**src/rtl/button_debounce_ctrl.sv**
```systemverilog
// Multi-button debounce and event controller: 2-flop sync, shared sample tick,
// saturating per-button counters, press/release pulses. Long-press: BUTTON_LONG_PRESS_EN.

module synchronizer #(
  parameter int unsigned WIDTH = 1
) (
  input  logic             clk,
  input  logic [WIDTH-1:0] d,
  output logic [WIDTH-1:0] q
);
  logic [WIDTH-1:0] meta;

  // No reset: output is not consumed before the first sample tick.
  always_ff @(posedge clk) begin
    meta <= d;
    q    <= meta;
  end
endmodule

module button_debounce_ctrl #(
  parameter int unsigned WIDTH          = 1,
  parameter int unsigned SAMPLE_CNT_MAX = 62500,
  parameter int unsigned PULSE_CNT_MAX  = 200,
  parameter int unsigned LONG_CNT_MAX   = 2000
) (
  input  logic             clk,
  input  logic             rst,
  input  logic [WIDTH-1:0] buttons_async,
  output logic [WIDTH-1:0] btn_level,
  output logic [WIDTH-1:0] btn_press,
  output logic [WIDTH-1:0] btn_release,
  output logic [WIDTH-1:0] btn_long
);
  localparam int unsigned TW = $clog2(SAMPLE_CNT_MAX);
  localparam int unsigned CW = $clog2(PULSE_CNT_MAX + 1);

  logic [WIDTH-1:0] sync;
  logic [TW-1:0]    tick_cnt;
  logic             tick;
  logic [CW-1:0]    cnt [WIDTH];
  logic [WIDTH-1:0] level_d;
  logic [WIDTH-1:0] rise_r;
  logic [WIDTH-1:0] fall_r;

  synchronizer #(.WIDTH(WIDTH)) u_sync (
    .clk (clk),
    .d   (buttons_async),
    .q   (sync)
  );

  assign tick = (tick_cnt == TW'(SAMPLE_CNT_MAX - 1));

  always_ff @(posedge clk or posedge rst) begin
    if (rst) begin
      tick_cnt <= '0;
    end else if (tick) begin
      tick_cnt <= '0;
    end else begin
      tick_cnt <= tick_cnt + TW'(1);
    end
  end

  // A single low sample releases; only sustained highs build up to a press.
  always_ff @(posedge clk or posedge rst) begin
    if (rst) begin
      for (int i = 0; i < int'(WIDTH); i++) begin
        cnt[i] <= '0;
      end
      btn_level <= '0;
    end else if (tick) begin
      for (int i = 0; i < int'(WIDTH); i++) begin
        if (!sync[i]) begin
          cnt[i]       <= '0;
          btn_level[i] <= 1'b0;
        end else if (cnt[i] < CW'(PULSE_CNT_MAX)) begin
          cnt[i] <= cnt[i] + CW'(1);
          if (cnt[i] == CW'(PULSE_CNT_MAX - 1)) begin
            btn_level[i] <= 1'b1;
          end
        end
      end
    end
  end

  // Edge detect stage followed by the output register.
  always_ff @(posedge clk or posedge rst) begin
    if (rst) begin
      level_d     <= '0;
      rise_r      <= '0;
      fall_r      <= '0;
      btn_press   <= '0;
      btn_release <= '0;
    end else begin
      level_d     <= btn_level;
      rise_r      <= btn_level & ~level_d;
      fall_r      <= ~btn_level & level_d;
      btn_press   <= rise_r;
      btn_release <= fall_r;
    end
  end

`ifdef BUTTON_LONG_PRESS_EN
  localparam int unsigned LW = $clog2(LONG_CNT_MAX + 1);

  logic [LW-1:0]    long_cnt [WIDTH];
  logic [WIDTH-1:0] at_max;
  logic [WIDTH-1:0] at_max_d;

  always_comb begin
    at_max = '0;
    for (int i = 0; i < int'(WIDTH); i++) begin
      at_max[i] = (long_cnt[i] == LW'(LONG_CNT_MAX));
    end
  end

  // Clears on the same edge btn_level falls, so a release never fires a late pulse.
  always_ff @(posedge clk or posedge rst) begin
    if (rst) begin
      for (int i = 0; i < int'(WIDTH); i++) begin
        long_cnt[i] <= '0;
      end
      at_max_d <= '0;
      btn_long <= '0;
    end else begin
      for (int i = 0; i < int'(WIDTH); i++) begin
        if (!btn_level[i] || (tick && !sync[i])) begin
          long_cnt[i] <= '0;
        end else if (tick && !at_max[i]) begin
          long_cnt[i] <= long_cnt[i] + LW'(1);
        end
      end
      at_max_d <= at_max;
      btn_long <= at_max & ~at_max_d;
    end
  end
`else
  // LONG_CNT_MAX is at least 1, so this is a constant zero.
  assign btn_long = {WIDTH{LONG_CNT_MAX == 0}};
`endif

endmodule

```
**config.mk**
```make
export PLATFORM = sky130hd
export DESIGN_NAME = button_debounce_ctrl
export DESIGN_NICKNAME = d
export VERILOG_FILES = /design/src/rtl/button_debounce_ctrl.sv
export SDC_FILE = /design/constraint.sdc
export NUM_CORES = 1
export LEC_CHECK = 0
export CORE_AREA = 10 10 65 67
export DETAILED_ROUTE_END_ITERATION = 6
export DIE_AREA = 0 0 75 77
export GPL_ROUTABILITY_DRIVEN = 1
export PLACE_DENSITY = 0.79
export SYNTH_ARGS = -nofsm -noshare
export SYNTH_HDL_FRONTEND = slang
export SYNTH_HIERARCHICAL = 1
export SYNTH_SLANG_ARGS = --single-unit
```
**constraint.sdc**
```tcl
create_clock -name clk -period 2.65 [get_ports clk]
set_clock_uncertainty 0.05 [all_clocks]
set_input_delay 0.795 -clock clk [delete_from_list [all_inputs] [get_ports clk]]
set_output_delay 0.795 -clock clk [all_outputs]
set_load 0.01 [all_outputs]
```
==> results of run 1 <==
==> layer usage <==
metal	track usage, %	share of wire [%]	up-vias
li1	-	-	524
met1	13.4	48	507
met2	14.1	45	20
met3	4.12	4.3	9
met4	6.63	2.6	0
met5	0	0	-
==> layout make-up <==
cell class / instances / share of cell area (%)
Inverter: 3 / 0.699
Sequential cell: 32 / 49.1
Tap cell: 33 / 2.56
Clock buffer: 8 / 3.65
Timing Repair Buffer: 7 / 4.81
Multi-Input combinational cell: 98 / 39.2
==> synthesized netlist by cell type (all sizes together), types with 2 or more instances <==
| cell | n |
|---|---|
| a21oi | 4 |
| a41oi | 2 |
| buf | 3 |
| clkbuf | 3 |
| dfrtp | 30 |
| dfxtp | 2 |
| ha | 2 |
| inv | 3 |
| nand2 | 10 |
| nand3 | 11 |
| nand4 | 6 |
| nor2 | 13 |
| nor2b | 2 |
| nor3 | 2 |
| nor4 | 6 |
| o21ai | 5 |
| o311a | 2 |
| o31ai | 3 |
| or3 | 2 |
| or4 | 2 |
| xnor2 | 10 |
| xor2 | 3 |
==> how the worst max path moves through the flow <==
stage	startpoint	end	slack (ns)	cells past startpoint
final	tick_cnt[0]	cnt[2]	0.40	5
after global routing	tick_cnt[0]	cnt[2]	0.23	5
after CTS	tick_cnt[0]	cnt[2]	0.40	5
after detailed placement	tick_cnt[0]	cnt[2]	0.42	5
after global placement	tick_cnt[0]	cnt[2]	0.51	5
after floorplan	tick_cnt[0]	cnt[2]	0.60	6
==> per-stage QoR <==
step | util, % | hold WS, ns | power, mW | cell area [µm²]
3_5_place_dp | 52.1 | 0.262 | 0.520 | 1550
6_report | 54.1 | 0.283 | 0.793 | 1610
2_1_floorplan | - | 0.260 | 0.511 | 1460
4_1_cts | 54.1 | 0.284 | 0.801 | 1610
3_3_place_gp | 52.1 | 0.262 | 0.519 | 1550
5_1_grt | 54.1 | 0.303 | 0.830 | 1610
==> registers in the layout (all words and copies together) (netlist names) <==
signal / cells
tick_cnt: 16
cnt: 8
btn_level: 1
btn_press: 1
btn_release: 1
fall_r: 1
level_d: 1
rise_r: 1
u_sync/meta: 1
u_sync/q: 1
==> power by group <==
group	switching, mW	total, mW	internal [mW]
Sequential	0.00264	0.492	0.489
Combinational	0.0112	0.0177	0.00650
Clock	0.153	0.284	0.131
Total	0.167	0.793	0.626
==> cell families (layout without fill, tap and decap cells) <==
family	count (synthesis)	count (layout)	share of synthesized area, %
simple gates	60	60	22.8
flops	32	32	54.1
compound gates	22	22	10.6
xor+xnor	13	13	7.78
buf+inv	9	18	2.74
fa+ha+maj	2	2	1.71
other cells	1	1	0.256
==> worst reg2reg max path: stages, from the launching register on <==
cell     delay (ns)
dfrtp_1        0.38
ha_1           0.24
or4bb_1        0.49
or4_1          0.68
a21oi_1        0.21
o31ai_1        0.09
==> impl_metrics.yaml, run 1 <==
outcome:
  outcome: "complete, no violations"
grt:
  overflow: 0
  grt_pass1_wl_um: 4730
  antenna_found_initial: 0
  grt_pass1_vias: 1034
  grt_start_max_net_pins: 19
  grt_usage_pct: 10.5
cells_and_area:
  n_fill_cell: 269
  mostFrequentLayoutCells: "dfrtp_1 (30), nor2_1 (13), nand3_1 (11), nand2_1 (10), xnor2_1 (10)"
  multi_input_area_um2: 632
  syn2layout_area_growth_pct: 10.2
  drive_above_1_share_pct: 8.11
  fin_cells: 181
  seq_area_um2: 791
  antenna_cells: 0
  nNetsFinal: 152
  final_common_cell: "dfrtp_1"
cts:
  clk_pin_slew_ns: 0.09
  ctsHtreeMaxLevel: 2
  clockBufferDepth: 2
  cts_tree: "done"
  ctsHoldBuffers: 0
  cts_root_buffer: "clkbuf_4"
  numCtsBuffers: 5
  cts.repair.resized: 0
  clk_latency_ns: 0.33
  cts.sinks: 32
  post_cts_buffers: 0
timing:
  fin_ws_ns: 0.403
  max_freq_mhz: 445
  slew_headroom_pct: 64.9
  tightest_slew_ns: 0.522
  rsz0062_at_grt: "no"
  setup_viol: 0
  hold_violations: 0
  maxSlewViolCount: 0
  tns_ns: 0
  period_needed_ns: 2.25
  min_period_over_period_pct: 84.8
route:
  drt_iter0_markers: 71
  wl_per_cell_um: 14.8
  drtPass1Iterations: 4
  route.antenna.remaining_nets: 0
  drc: 0
  wirelength_um: 2680
  vias: 1060
  vias_per_cell: 5.86
run:
  max_cap_violations: 0
placed_design:
  dp.cells: 173
  gp_congestion: 0.836
  port_buffers: 5
  dp_hpwl_um: 1880
  post-place-ws_ns: 0.424
worst_hold_path:
  min_path_cells: 0
  hold_class: "register to register"
  min_from: "u_sync/meta"
  hold-path-endpoint: "u_sync/q"
setup_path:
  cp_top_family: "simple AND/OR/NAND/NOR gates"
  required_ns: 2.81
  crit_fanout: 7
  critPathSlowestCell: "or4_1"
  reg2reg_depth: 5
  start_kind: "register"
  reg2reg_from: "tick_cnt[0]"
  timing.rr.end: "cnt[2]"
  end_kind: "register"
  r2r_setup_slack_ns: 0.40
  cp_cell_sequence: "ha_1 -> or4bb_1 -> or4_1 -> a21oi_1 -> o31ai_1"
  cp_num_buf_inv: 0
  cp.arrival_ns: 2.41
  crit_path_max_incr_delay_ns: 0.68
  crit_type: "register to register"
floorplan:
  start_util_pct: 49.1
  die-area_mm2: 0.00578
  core-area_mm2: 0.00298
  fp.dieW_um: 75
  die_h_um: 77
  rows: 20
  ios: 7
logic_synthesis:
  synth_area_leaders: "dfrtp_1 (51%), xnor2_1 (6.0%), nand3_1 (3.8%)"
  synth_cell_types: 39
  ys_seq_area_share_pct: 54.1
  synth_area_mm2: 0.00146
  yosysWarningCount: 6
  synth_top_area_share_pct: 51.3
  synth-edff-count: 0
  ys_seq_elements: 32
  avgSynthCellArea_um2: 10.5
  async_flop_share_pct: 93.8
  synth_nets: 144
  yosys.area.top_type: "dfrtp_1"
  synth_top_flop_cell: "dfrtp_1"
  netlist_instances: 139
power_and_ir_drop:
  ir_worst_vdd_uv: 279
  power_density_mw_per_mm2: 492
  leakagePower_nw: 0.688
(Power assumes the default switching activity.)
==> run 2: changes to the inputs <==
--- a/config.mk
+++ b/config.mk
@@ -9,7 +9,7 @@
 export DETAILED_ROUTE_END_ITERATION = 6
 export DIE_AREA = 0 0 75 77
 export GPL_ROUTABILITY_DRIVEN = 1
-export PLACE_DENSITY = 0.79
+export PLACE_DENSITY = 0.82
 export SYNTH_ARGS = -nofsm -noshare
 export SYNTH_HDL_FRONTEND = slang
 export SYNTH_HIERARCHICAL = 1
==> constraint.sdc (replaced) <==
create_clock -name clk -period 2 [get_ports clk]
set_clock_uncertainty 0.05 [all_clocks]
set_input_delay 0.6 -clock clk [delete_from_list [all_inputs] [get_ports clk]]
set_output_delay 0.6 -clock clk [all_outputs]
set_load 0.01 [all_outputs]
==> run 2 against run 1 <==
- the run now ends with setup timing left
- register-to-register slack got worse by 0.44 ns
- critical path depth unchanged
- final area is 7.2% higher
- critical endpoint unchanged
- clock-buffer cell count shrank 1
- die area unchanged
- largest cell class unchanged
- utilization grew 3.9 points
- clock power up 21%
- combinational power is 23% higher
- via count is 9.1% higher
- sequential cell count did not move
- largest power group unchanged
==> impl_metrics.yaml, run 2 (synthesized netlist as in run 1, its figures left out) <==
outcome:
  outcome: "finished, violations left"
  violations: "setup timing"
route:
  drc: 0
  met3_length_um: 156
  dr_wl_met2_um: 1320
  drt_iter0_markers: 100
  vias_per_cell: 5.84
  route.antenna.remaining_nets: 0
  routedLengthMet1_um: 1240
  drtPass1Iterations: 4
  wirelength_um: 2790
  vias: 1156
  wl_per_cell_um: 14.1
  top_layer_used: "met4"
floorplan:
  ios: 7
  rows: 20
  core-area_mm2: 0.00298
  die-area_mm2: 0.00578
  fp.dieW_um: 75
  start_util_pct: 49.1
  die_h_um: 77
grt:
  grt_pass1_vias: 1125
  grt_start_max_net_pins: 16
  overflow: 0
  grt_pass1_wl_um: 4740
  grt_usage_pct: 10.4
  antenna_found_initial: 0
timing:
  hold_violations: 0
  maxSlewViolCount: 0
  setup_viol: 4
  min_period_over_period_pct: 102
  max_freq_mhz: 490
  period_needed_ns: 2.04
  whs_ns: 0.285
  fin_ws_ns: -0.0418
  rsz0062_at_grt: "yes"
cts:
  numCtsBuffers: 5
  clk_pin_slew_ns: 0.09
  cts_tree: "done"
  clk_latency_ns: 0.33
  ctsHtreeMaxLevel: 2
  cts.sinks: 32
  ctsHoldBuffers: 0
  clockBufferDepth: 2
  cts_root_buffer: "clkbuf_4"
placed_design:
  port_buffers: 5
  post-place-ws_ns: -0.131
  gp_congestion: 0.857
  dp_hpwl_um: 2070
cells_and_area:
  final_common_cell: "dfrtp_1"
  syn2layout_area_growth_pct: 18.1
  drive_above_1_share_pct: 19.4
  nNetsFinal: 169
  largest_reg_flops: 16
  largest_register: "tick_cnt"
  antenna_cells: 0
  mostFrequentLayoutCells: "dfrtp_1 (30), buf_4 (19), nor2_1 (13), nand3_1 (11)"
  reg.largest.list: "tick_cnt x16, cnt x8"
run:
  max_cap_violations: 0
setup_path:
  crit_end: "cnt[2]"
  start_kind: "register"
  cp-startpoint: "tick_cnt[0]"
  required_ns: 2.17
  cp.arrival_ns: 2.21
  crit_fanout: 7
  timing.rr.end: "cnt[2]"
  crit_type: "register to register"
  reg2reg_from: "tick_cnt[0]"
  r2r_setup_slack_ns: -0.04
  end_kind: "register"
  reg2reg_depth: 5
worst_hold_path:
  hold_class: "register to register"
power_and_ir_drop:
  power_density_mw_per_mm2: 589
  leakagePower_nw: 0.769
  ir_worst_vdd_uv: 326
[run 2: how the worst min path moves through the flow]
stage	startpoint	endpoint	slack (ns)	cells past startpoint
floorplan	u_sync/meta	u_sync/q	0.26	0
global placement	u_sync/meta	u_sync/q	0.26	0
detailed placement	u_sync/meta	u_sync/q	0.27	0
CTS	u_sync/meta	u_sync/q	0.29	0
global route	u_sync/meta	u_sync/q	0.29	0
finish	u_sync/meta	u_sync/q	0.29	0
[run 2: through the flow]
step / instances / utilization, % / instance area (µm²) / power (mW) / setup TNS [ns]
2_1_floorplan: 139 / - / 1470 / 0.677 / -0.144
3_3_place_gp: 186 / 55.2 / 1640 / 0.686 / -0.255
3_5_place_dp: 186 / 55.2 / 1640 / 0.686 / -0.730
4_1_cts: 196 / 57.5 / 1710 / 1.04 / -0.118
5_1_grt: 198 / 58.0 / 1730 / 1.07 / -0.674
6_report: 198 / 58.0 / 1730 / 1.02 / -0.110
[run 2: repair_timing]
item / CTS / global route
setup endpoints to repair: 8 / 10
gates resized for setup: 1 / 0
gates cloned: 0 / 0
buffers inserted: 2 / 2
endpoints found under the hold margin: 0 / 0
[run 2: critical path, cell delays in order, from the launching register on]
cell and delay, ns:
dfrtp_1 0.38, ha_2 0.19, or4bb_4 0.48, or4_4 0.58, a21oi_1 0.17, o31ai_1 0.08
[run 2: final cells by class]
cell class / count / area, µm²
fill: 250 / 1250
sequential: 32 / 791
multi-input combinational: 98 / 642
timing repair buffer: 24 / 193
clock buffer: 7 / 45.0
tap: 33 / 41.3
inverter: 3 / 11.3
clock inverter: 1 / 5.00
[run 2: routing by layer]
layer,up-vias,track usage (%)
li1,550,-
met1,557,12.2
met2,40,15.5
met3,9,3.73
met4,0,7.01
met5,-,0
[run 2: report_power, final]
group	internal, mW	switching [mW]	total [mW]
Clock	0.137	0.208	0.345
Combinational	0.00741	0.0143	0.0217
Sequential	0.648	0.00350	0.651
Total	0.792	0.226	1.02
